File: src/rtl/stall_sched.sv
// Pipeline stall/flush scheduler: memory-wait stalls, load-use bubbles and branch redirects
// with a held redirect while fetch is busy, plus a sticky data-memory watchdog and event counters.
module stall_sched #(
    parameter int unsigned TIMEOUT_CYCLES = 255
) (
    input  logic        clk,
    input  logic        rst_n,
    input  logic        branch_taken_EXB,
    input  logic [63:0] branch_target_EXB,
    input  logic        load_use_hazard,
    input  logic        dmem_req,
    input  logic        dmem_ready,
    input  logic        imem_ready,
    output logic        stall_IFP,
    output logic        stall_IFR,
    output logic        stall_IDR,
    output logic        stall_IDC,
    output logic        stall_EXB,
    output logic        stall_MEM,
    output logic        flush_IFR,
    output logic        flush_IDR,
    output logic        flush_IDC,
    output logic        flush_EXB,
    output logic        redirect_valid_IFP,
    output logic [63:0] redirect_target_IFP,
    output logic        mem_timeout,
    output logic [31:0] stall_cnt,
    output logic [31:0] redirect_cnt
);

    typedef enum logic [1:0] {
        StRun          = 2'd0,
        StDmemWait     = 2'd1,
        StRedirectHold = 2'd2
    } state_e;

    state_e      r_state, w_state_d;
    logic [63:0] r_hold, w_hold_d;
    logic [31:0] r_wait, w_wait_d;
    logic        r_mem_prev;
    logic        r_timeout;
    logic [31:0] r_stall_cnt;
    logic [31:0] r_redirect_cnt;

    logic        w_mem_hold;
    logic [5:0]  w_stall;     // {IFP, IFR, IDR, IDC, EXB, MEM}
    logic [3:0]  w_flush;     // {IFR, IDR, IDC, EXB}
    logic        w_redir;
    logic [63:0] w_target;
    logic [5:0]  w_stall_o;
    logic        w_redir_o;
    logic        w_redir_taken;

    // A started data access keeps the pipe frozen until ready, even if dmem_req drops.
    assign w_mem_hold = (dmem_req & ~dmem_ready) | ((r_state == StDmemWait) & ~dmem_ready);

    always_comb begin
        w_stall   = 6'b000000;
        w_flush   = 4'b0000;
        w_redir   = 1'b0;
        w_target  = 64'd0;
        w_state_d = r_state;
        w_hold_d  = r_hold;
        if (w_mem_hold) begin
            w_stall = 6'b111111;
            // A pending redirect survives a memory stall; it is reissued once memory completes.
            if (r_state == StRun) begin
                w_state_d = StDmemWait;
            end
        end else if (r_state == StRedirectHold) begin
            w_stall[5] = 1'b1;
            w_flush[3] = 1'b1;
            w_redir    = 1'b1;
            w_target   = r_hold;
            if (branch_taken_EXB) begin
                w_flush  = 4'b1110;
                w_target = branch_target_EXB;
                w_hold_d = branch_target_EXB;
            end
            if (imem_ready) begin
                w_state_d = StRun;
            end
        end else begin
            w_state_d = StRun;
            if (branch_taken_EXB) begin
                w_flush  = 4'b1110;
                w_redir  = 1'b1;
                w_target = branch_target_EXB;
                if (!imem_ready) begin
                    w_hold_d  = branch_target_EXB;
                    w_state_d = StRedirectHold;
                end
            end else if (load_use_hazard) begin
                w_stall = 6'b111100;
                w_flush = 4'b0001;
            end else if (!imem_ready) begin
                w_stall[5] = 1'b1;
                w_flush[3] = 1'b1;
            end
        end
    end

    always_comb begin
        w_wait_d = r_wait;
        if (w_mem_hold) begin
            if (!r_mem_prev) begin
                w_wait_d = 32'd1;
            end else if (r_wait < TIMEOUT_CYCLES) begin
                w_wait_d = r_wait + 32'd1;
            end
        end
    end

    // Outputs are forced quiet while reset is held, independent of the inputs.
    assign w_stall_o     = w_stall & {6{rst_n}};
    assign w_redir_o     = w_redir & rst_n;
    assign w_redir_taken = w_redir_o & imem_ready;

    assign stall_IFP           = w_stall_o[5];
    assign stall_IFR           = w_stall_o[4];
    assign stall_IDR           = w_stall_o[3];
    assign stall_IDC           = w_stall_o[2];
    assign stall_EXB           = w_stall_o[1];
    assign stall_MEM           = w_stall_o[0];
    assign flush_IFR           = w_flush[3] & rst_n;
    assign flush_IDR           = w_flush[2] & rst_n;
    assign flush_IDC           = w_flush[1] & rst_n;
    assign flush_EXB           = w_flush[0] & rst_n;
    assign redirect_valid_IFP  = w_redir_o;
    assign redirect_target_IFP = w_target & {64{rst_n}};
    assign mem_timeout         = r_timeout;
    assign stall_cnt           = r_stall_cnt;
    assign redirect_cnt        = r_redirect_cnt;

    always_ff @(posedge clk or negedge rst_n) begin
        if (!rst_n) begin
            r_state        <= StRun;
            r_hold         <= 64'd0;
            r_wait         <= 32'd0;
            r_mem_prev     <= 1'b0;
            r_timeout      <= 1'b0;
            r_stall_cnt    <= 32'd0;
            r_redirect_cnt <= 32'd0;
        end else begin
            r_state    <= w_state_d;
            r_hold     <= w_hold_d;
            r_wait     <= w_wait_d;
            r_mem_prev <= w_mem_hold;
            if (w_mem_hold && (w_wait_d >= TIMEOUT_CYCLES)) begin
                r_timeout <= 1'b1;
            end
            if ((|w_stall_o) && (r_stall_cnt != 32'hFFFF_FFFF)) begin
                r_stall_cnt <= r_stall_cnt + 32'd1;
            end
            if (w_redir_taken && (r_redirect_cnt != 32'hFFFF_FFFF)) begin
                r_redirect_cnt <= r_redirect_cnt + 32'd1;
            end
        end
    end

endmodule

File: config.mk
export PLATFORM = sky130hd
export DESIGN_NAME = stall_sched
export DESIGN_NICKNAME = d
export VERILOG_FILES = /design/src/rtl/stall_sched.sv
export SDC_FILE = /design/constraint.sdc
export NUM_CORES = 1
export LEC_CHECK = 0
export CORE_MARGIN = 2
export CORE_UTILIZATION = 44
export CTS_CLUSTER_SIZE = 8
export DETAILED_ROUTE_END_ITERATION = 7
export GPL_TIMING_DRIVEN = 0
export PLACE_DENSITY = 0.78
export SETUP_SLACK_MARGIN = 0.1
export SLEW_MARGIN = 10
export SYNTH_ARGS = -nofsm -noshare
export SYNTH_HDL_FRONTEND = slang
export SYNTH_SLANG_ARGS = --single-unit
File: constraint.sdc
create_clock -name clk -period 2.4 [get_ports clk]
set_clock_uncertainty 0.05 [all_clocks]
set_input_delay 0.24 -clock clk [delete_from_list [all_inputs] [get_ports clk]]
set_output_delay 0.24 -clock clk [all_outputs]
set_load 0.02 [all_outputs]
==> run metrics, run 1 <==
CP Class register to primary output; final hold vios 79; slowest cell delay on critical path 430 ps; Clock transition at path regs around 60 ps; DRC Markers 0; Num CTS Buffers 17; Tmin final ~2600 ps; Final Instance Count excl. Fillers roughly 1300; H-tree levels 4; worst-margin pin slew 610 ps; Fillers roughly 1300; most common flop cell mapped by yosys dfrtp_1; die area approximately 19000 sq um; cell count after synthesis ~760; top post-synthesis cells by area dfrtp_1 (53%), mux2_2 (9.5%), nand2_1 (7.6%); number of enable flip-flop cells after synthesis 0; Initial DRC Count roughly 340; Reg power frac a little over two fifths; Min Hold Slack -318 ps; Slew Viols, Final 0; CTS sink cnt about 160; Yosys cell types between 50 and 60; sequential fraction of the synthesis area 52.6%; Reg2Reg Setup Slack -20 ps; Worst R2R Start r_state[1]; worst-path cell chain nor2b_1 > nor2_2 > nand3b_1 > buf_4 > clkbuf_16 > buf_4 > a21oi_4 > buf_6; number of global-route vias before repair around 6300; Sequential Area between 4000 and 5000 sq um; die height around 140 um; HP Class primary input to asynchronous set/reset pin; failing checks hold timing, setup timing; Final WS setup -181 ps; Worst slew margin about three fifths; critical path data arrival time 2290 ps; pin count of the biggest net entering global routing 93; Final Setup Violations 66; LEAKAGE 5.29 nW; Reg2Reg Depth 9; Logic pwr share between 20% and 30%; switch share between 20% and 30%; register bit total from synthesis between 150 and 200; Starting Density a little under half; CP required approximately 2100 ps; Clk pwr share a little over a third; Vias/cell between 5 and 6; FFs w/ async S/R, synth 100%; Critical Path Slowest Stage Cell dfrtp_1; status complete, but fails checks; PwrDens a little under 700 nW/um^2; initial antenna violation count 1; Setup crit start kind register; ratio of cells with drive above 1 in the final layout 32.9%; multi-input logic area between 4000 and 5000 sq um; dpl cells approximately 1200; Avg Inst Size Synth approximately 10 sq um; Internal Power roughly 6 mW; endpoint type of the worst setup path primary output; drt wl/cell about 17 um; core area between 15000 and 20000 sq um; Max Buffers Root-to-Sink 2; Die Width roughly 140 um; most common cell in the synthesized netlist dfrtp_1; drt pass-1 iters 5; global-route wire length before repair between 30000 and 40000 um; CTS tree yes; NetSw 2.32 mW; delay-heaviest family, CP simple AND/OR/NAND/NOR gates; share of the synthesized area in the top cell type 52.6%; Worst-Skew Late Latency about 420 ps; Routed Antenna Nets 0; RSZ-0062 raised after global routing true; achievable frequency roughly 390 MHz; Total GRT Usage a little over a fifth; Post-Syn Area 7800 sq um; routability cong. a little over 0.8; maxcap violations 0; Ports about 210; Critical Path Fanout Max 5; via count between 6000 and 7000; Max VDD drop 686 uV; n_diodes 0; hpwl dp 14000 um; period utilisation layout 108%; Port-buffer cells 209; Critical Path Most Common Cell buf_4; Layout area overhead 52.1%; reg2reg end r_wait[7]; CTS root buffer clkbuf_16; remaining global-route overflow 0; final net count 1105; Yosys warning count 0; row cnt 48; biggest area consumer among synthesized cells dfrtp_1; Routed WL approximately 22000 um; most instantiated cells after synthesis dfrtp_1 (164), nand2_1 (158), mux2_2 (66), a21oi_1 (62), xnor2_1 (35); Buf/Inv on CP 4; post-synth net total roughly 830
[layout by cell type (no fill, tap or decap), types with 23 or more instances in the layout]
master	count
xnor2_1	35
and2_1	27
nand2_1	156
dfrtp_1	157
a21oi_1	30
buf_6	28
nor2_1	23
clkdlybuf4s50_1	133
mux2_2	66
nand4_1	27
buf_4	84
xor2_1	32
[cell type report]
type                            instances  share of cell area [%]
Buffer                                 40                    3.04
Clock buffer                           22                    3.91
Clock inverter                          9                    1.28
Inverter                                7                   0.285
Multi-Input combinational cell        548                    34.0
Sequential cell                       164                    34.6
Tap cell                              225                    2.37
Timing Repair Buffer                  253                    20.5
[flip-flops by register name (all words and copies together) (netlist names)]
register / flops
r_wait: 32
r_state: 2
r_mem_prev: 1
r_hold: 64
redirect_cnt: 32
mem_timeout: 1
stall_cnt: 32
[power groups by stage]
stage	combinational (mW)	sequential (mW)	clock [mW]
finish	1.90	3.40	2.87
CTS	1.74	3.39	2.92
detailed placement	1.64	3.45	0
floorplan	0.815	3.51	0
global placement	1.61	3.44	0
global route	2.04	3.45	3.02
[metrics by stage]
stage / setup TNS (ps) / worst slack (ps) / utilization [%] / total power [mW] / cell area (sq um)
3_5_place_dp: -113760 / -1140 / 59.1 / 5.09 / 10200
4_1_cts: -1640 / -98.5 / 64.2 / 8.06 / 11100
5_1_grt: -11660 / -267 / 68.6 / 8.50 / 11900
6_report: -5620 / -181 / 68.6 / 8.17 / 11900
2_1_floorplan: 0 / 102 / - / 4.33 / 7820
3_3_place_gp: -1973540 / -7830 / 58.9 / 5.05 / 10200
[routing by layer]
metal | up-vias | wire, um | part of all wire (%) | global-route usage (%)
met5 | - | 8 | 0.036 | 0
met4 | 2 | 259 | 1.2 | 7.39
met3 | 23 | 1840 | 8.4 | 8.19
met2 | 204 | 10600 | 48 | 34.6
met1 | 3345 | 9270 | 42 | 27.3
li1 | 3146 | - | - | -
[how the worst max path moves through the flow]
stage / start / endpoint / cells past startpoint
CTS: r_state[0] / redirect_target_IFP[18] / 8
global route: r_state[0] / redirect_target_IFP[1] / 9
global placement: rst_n / stall_cnt[25] / 5
detailed placement: rst_n / redirect_target_IFP[10] / 7
finish: r_state[1] / redirect_target_IFP[1] / 8
floorplan: r_state[0] / redirect_cnt[11] / 8
[cell families after synthesis]
group	count (synthesis)	share of synthesized area (%)
fa+ha+maj	3	0.481
flops	164	52.6
buf+inv	47	2.74
compound gates	75	5.13
simple gates	334	21.6
mux	68	9.78
xor+xnor	68	7.63
[timing repair]
| action | CTS | global route |
|---|---|---|
| pin swaps | 13 | 26 |
| setup buffers | 20 | 19 |
| gates cloned | 0 | 4 |
| endpoints found under the hold margin | 79 | 79 |
| setup endpoints to repair | 186 | 171 |
| resized for setup | 426 | 142 |
No activity file was read; power rests on OpenSTA's default activity.
==> run 2, diff against run 1 <==
SKIP_CTS_REPAIR_TIMING = 1   (was not set)
SLEW_MARGIN = 20   (was 10)
==> run 2 against run 1 <==
Net effect: register-to-register slack got worse by 60 ps; critical endpoint is now redirect_cnt[10]; worst hold slack better by 68 ps; maximum frequency increased by 4.0%; largest cell class unchanged; cell area shrank 6.9%; the flow still finishes with violations (hold timing, setup timing); combinational power decreased by 12%.
==> run metrics, run 2 (synthesis gave the netlist of run 1 again) <==
Tmin final 2480 ps (-100 ps); Max VDD drop 651 uV (-5.1%); DRC Markers 0 (unchanged); commonest non-fill, non-tap cell in the layout dfrtp_1; CP required 2650 ps (+540 ps); Routed WL 20400 um (-7.3%); row cnt 48 (unchanged); initial antenna violation count 1 (unchanged); CTS tree yes; routability cong. 0.804 (unchanged); HP Class primary input to asynchronous set/reset pin; Port-buffer cells 209 (unchanged); critical path data arrival time 2730 ps (+440 ps); Total GRT Usage 21.2% (-0.52 points); Final WS setup -80.3 ps (+100 ps); Critical Path Fanout Max 6 (+1); Top Layer Used met5; Worst-Skew Late Latency 420 ps (about the same); dpl cells 1194 (unchanged); global-route wire length before repair 31000 um (-2.6%); maxcap violations 0 (unchanged); Final Instance Count excl. Fillers 1231 (-2.9%); WL met3 1780 um (-3.5%); Reg2Reg Depth 6 (-3); met2 wire length 9610 um (-9.3%); Initial DRC Count 342 (-0.58%); core area 17300 sq um (unchanged); remaining global-route overflow 0 (unchanged); Starting Density 45.1% (unchanged); final net count 1068 (-3.3%); final hold vios 79 (unchanged); failing checks hold timing, setup timing; Setup crit start kind register; die area 18800 sq um (unchanged); Layout area overhead 41.6%; most frequent cells in the layout dfrtp_1 (159), nand2_1 (158), clkdlybuf4s50_1 (134); Vias/cell 5.24 (-1.1%); RSZ-0062 raised after global routing true; max reg flops 64 (unchanged); Clock transition at path regs 60 ps (about the same); Routed Antenna Nets 0 (unchanged); worst-margin pin slew 630 ps (+19.9 ps); via count 6455 (-3.9%); CP Class register to register; hpwl dp 14000 um (unchanged); CTS root buffer clkbuf_16; n_diodes 0 (unchanged); pin count of the biggest net entering global routing 93 (unchanged); Reg2Reg Setup Slack -80 ps (-60 ps); Critical Path Slowest Stage Cell or4_1; Largest Register r_hold; Final Setup Violations 16 (-76%); achievable frequency 403 MHz (+4.0%); die height 137 um (unchanged); drt wl/cell 16.6 um (-4.5%); Max Buffers Root-to-Sink 2 (unchanged); PwrDens 721 nW/um^2 (+4.7%); Slew Viols, Final 0 (unchanged); endpoint type of the worst setup path register; H-tree levels 4 (unchanged); Die Width 137 um (unchanged); ratio of cells with drive above 1 in the final layout 25.1% (-7.7 points); drt pass-1 iters 4 (-1); status complete, but fails checks; number of global-route vias before repair 6054 (-3.4%); slowest cell delay on critical path 600 ps (+170 ps); Num CTS Buffers 17 (unchanged); LEAKAGE 5.05 nW (-4.6%); Min Hold Slack -250 ps (+68.3 ps); period utilisation layout 103% (-4.2 points); worst-path cell chain nand4_1 > or4_1 > nor3_1 > nor4_2 > and3_1 > xor2_1; fin util 63.9% (-4.8 points); CTS sink cnt 164 (unchanged); Ports 211 (unchanged); Worst slew margin 57.6% (-1.7 points); Met1 Wirelength 8730 um (-5.9%)
run 2: cell types whose count changed in the layout (fill, tap and decap cells not counted), sizes merged, moves of 2 or more:
cell / previous run / this run
buf: 123 / 82
clkbuf: 56 / 49
dlygate4sd2: 2 / 0
dlymetal6s2s: 0 / 13
run 2: path summary, 6_finish.rpt:
path | startpoint | endpoint
max in group asynchronous | rst_n | r_hold[53]
min | rst_n | stall_cnt[21]
max reg2reg | redirect_cnt[26] | redirect_cnt[10]
min reg2reg | mem_timeout | mem_timeout
max | redirect_cnt[26] | redirect_cnt[10]
min in group clk | branch_target_EXB[1] | r_hold[1]
run 2: final cells by class:
type	instances	area [sq um]
Buffer	40	255
Clock buffer	22	464
Clock inverter	9	151
Fill cell	1398	6250
Inverter	7	40.0
Multi-Input combinational cell	548	3650
Sequential cell	164	4110
Tap cell	225	282
Timing Repair Buffer	216	2090
run 2: report_power, final:
group,total (mW),leakage [nW],internal [mW],switching (mW)
clock network,2.87,0.300,1.79,1.08
registers,3.41,2.08,3.13,0.283
logic,1.68,2.67,0.814,0.869
run 2: worst max-delay path: cells and delay by family (launching register included):
kind          cells  cell delay [ps]
xor+xnor          1              140
simple gates      5             1700
flops             1              460
run 2: per-layer routing:
layer / global-route usage, % / vias to the layer above
met5: 0 / -
met4: 6.53 / 2
met1: 27.3 / 3152
met2: 33.6 / 202
li1: - / 3078
met3: 7.74 / 21
run 2: through the flow:
| step | power [mW] | instance area [sq um] | setup TNS (ps) | hold slack, ps | worst slack (ps) |
|---|---|---|---|---|---|
| after floorplan | 4.33 | 7820 | 0 | -106 | 102 |
| after global placement | 5.05 | 10200 | -1973540 | 411 | -7830 |
| after detailed placement | 5.09 | 10200 | -113760 | 221 | -1140 |
| after CTS | 7.98 | 10800 | -105890 | -233 | -1370 |
| after global routing | 8.30 | 11000 | -11480 | -219 | -223 |
| final | 7.97 | 11000 | -524 | -250 | -80.3 |
==> RTL change, RTL diff (settings of run 1) <==
Encoding of `state_e`: now one-hot (3 bits for 3 states).
--- a/src/rtl/stall_sched.sv
+++ b/src/rtl/stall_sched.sv
@@ -29,8 +29,8 @@
 );
 
-    typedef enum logic [1:0] {
-        StRun          = 2'd0,
-        StDmemWait     = 2'd1,
-        StRedirectHold = 2'd2
+    typedef enum logic [2:0] {
+        StRun          = 3'b001,
+        StDmemWait     = 3'b010,
+        StRedirectHold = 3'b100
     } state_e;
 
Formal check against the unedited RTL: same outputs for any inputs over 4 cycles, from zero or initial values and one cycle with rst_n low; so few cycles prove little.
==> RTL change against run 1 <==
  * The run ends with setup timing left
  * Synthesized cell count is 1.4% higher
  * Final area is 5.8% higher
  * Sequential cell count is 1 higher
  * Worst setup slack worse by 0.16 ns
  * Routed wire length is 9.8% higher
  * Total power is 0.14% higher
  * Combinational power is 2% higher
  * First-iteration DRC count is 16% higher
  * Cell count is 1.7% higher
  * Area after synthesis is 1.7% higher
  * Critical path type unchanged
==> RTL change: results (changes against run 1) <==
status:
  status: "finished with violations"
  violations: "setup timing"
grt:
  grt_max_degree: 103  # +11%
  grt_usage_pct: 22.9  # +1.1 points
  grt_pass1_vias: 6908  # +10%
  antenna_found_initial: 0  # -1
  grtUsageMet1_pct: 29.1  # +1.8 points
  grtUsageMet2_pct: 38.2  # +3.6 points
  grt_first_pass_wirelength_mm: 35.5  # +11%
  grt_use_met3_pct: 4.88  # -3.3 points
placed_design:
  dp_cells: 1209  # +1.3%
  placed_area_sq_mm: 0.0103  # +1.2%
  place_ws_ns: -0.960  # +0.177 ns
  gp_congestion: 0.866  # +7.7%
setup_path:
  r2r_setup_slack_ns: -0.16  # -0.14 ns
  cp.arrival_ns: 2.45  # +0.16 ns
  critPathMaxFanout: 10  # +5
  slowest_delay_ns: 0.62  # +0.19 ns
yosys:
  synth_seq_area_share_pct: 52.0  # -0.57 points
  ys_types: 55  # +7.8%
  synth_commonest_cells: "dfrtp_1 (164), nand2_1 (151), a21oi_1 (69)"
  netlist.area_leader.share_pct: 51.7  # -0.90 points
  syn_avg_cell_area_sq_um: 10.3  # +0.29%
routing:
  drt_iter0_markers: 399  # +16%
  vias_per_cell: 5.41  # +2.0%
  routed_wl_mm: 24.1  # +9.8%
  dr.pass1.iters: 4  # -1
timing:
  setup_viol_count_final: 104  # +58%
  finalWorstSetupSlack_ns: -0.337  # -0.156 ns
layout:
  drive_gt1_share_pct: 33.8  # +0.95 points
  fillers: 1269  # -0.86%
power:
  leakagePower_nw: 5.52  # +4.4%
[RTL change: cell count changes in the layout (fill, tap and decap cells not counted), sizes merged, moves of 5 or more]
cell,change
and2,-18
xor2,-23
a21oi,+9
nor2b,+20
inv,+8
nand2,-7
nor2,-15
nor4,-7
xnor2,+19
o21ai,+6
or4,-5
clkbuf,-7
nand3,+12
[RTL change: final cells by class]
| type | instances | area (sq um) | area share, % |
|---|---|---|---|
| Buffer | 37 | 394 | 3.14 |
| Clock buffer | 17 | 425 | 3.39 |
| Clock inverter | 15 | 180 | 1.44 |
| Inverter | 13 | 53.8 | 0.429 |
| Multi-Input combinational cell | 556 | 4400 | 35.0 |
| Sequential cell | 165 | 4130 | 32.9 |
| Tap cell | 229 | 287 | 2.28 |
| Timing Repair Buffer | 258 | 2680 | 21.4 |
[RTL change: worst paths after layout]
| check | startpoint | end | depth (start not counted) |
|---|---|---|---|
| worst max-delay path | r_state[0] | redirect_target_IFP[53] | 8 |
| max in group asynchronous | rst_n | r_hold[24] | 3 |
| worst min register to register | stall_cnt[29] | stall_cnt[29] | 1 |
| worst max register to register | r_state[0] | redirect_cnt[17] | 10 |
| min in group asynchronous | rst_n | r_state[0] | 2 |
| worst min-delay path | rst_n | stall_cnt[24] | 5 |
[RTL change: worst max-delay path: cells and delay by family (launching register included)]
kind	cells	cell delay [ns]
buffers and inverters	4	0.55
AND/OR/NAND/NOR	2	0.49
AO/OA/AOI/OAI	2	0.35
flip-flops	1	0.62
[RTL change: layer usage]
layer  wire (microns)  vias to the layer above
met2            11900                      216
met1            10400                     3479
met5                0                        -
met4              744                        0
met3             1050                       55
li1                 -                     3225
[RTL change: power breakdown]
part           internal, W  switching [W]  total (W)
Combinational      0.00103       0.000910    0.00194
Sequential         0.00313       0.000300    0.00343
Clock              0.00165        0.00117    0.00281
[RTL change: what timing repair did]
action / CTS / global route
setup buffers: 22 / 14
endpoints found under the setup margin: 214 / 198
pin swaps: 14 / 14
resized for setup: 486 / 171
endpoints found under the hold margin: 62 / 0
gates cloned: 3 / 8
hold buffers: 2 / 0
[RTL change: cells by family after synthesis]
| group | share of synthesized area (%) |
|---|---|
| and+or+nand+nor | 20.6 |
| DFF | 52.0 |
| xor gates and xnor gates | 7.06 |
| muxes | 9.87 |
| adders and majority gates | 0.473 |
| AOI/OAI and AO/OA | 7.28 |
| buffers and inverters | 2.65 |
[RTL change: metrics by stage]
step / hold slack [ns] / TNS [ns]
4_1_cts: 0.316 / -23.02
2_1_floorplan: -0.106 / 0
5_1_grt: 0.353 / -33.06
3_3_place_gp: 0.419 / -1941.08
6_report: 0.341 / -21.33
3_5_place_dp: 0.179 / -88.71
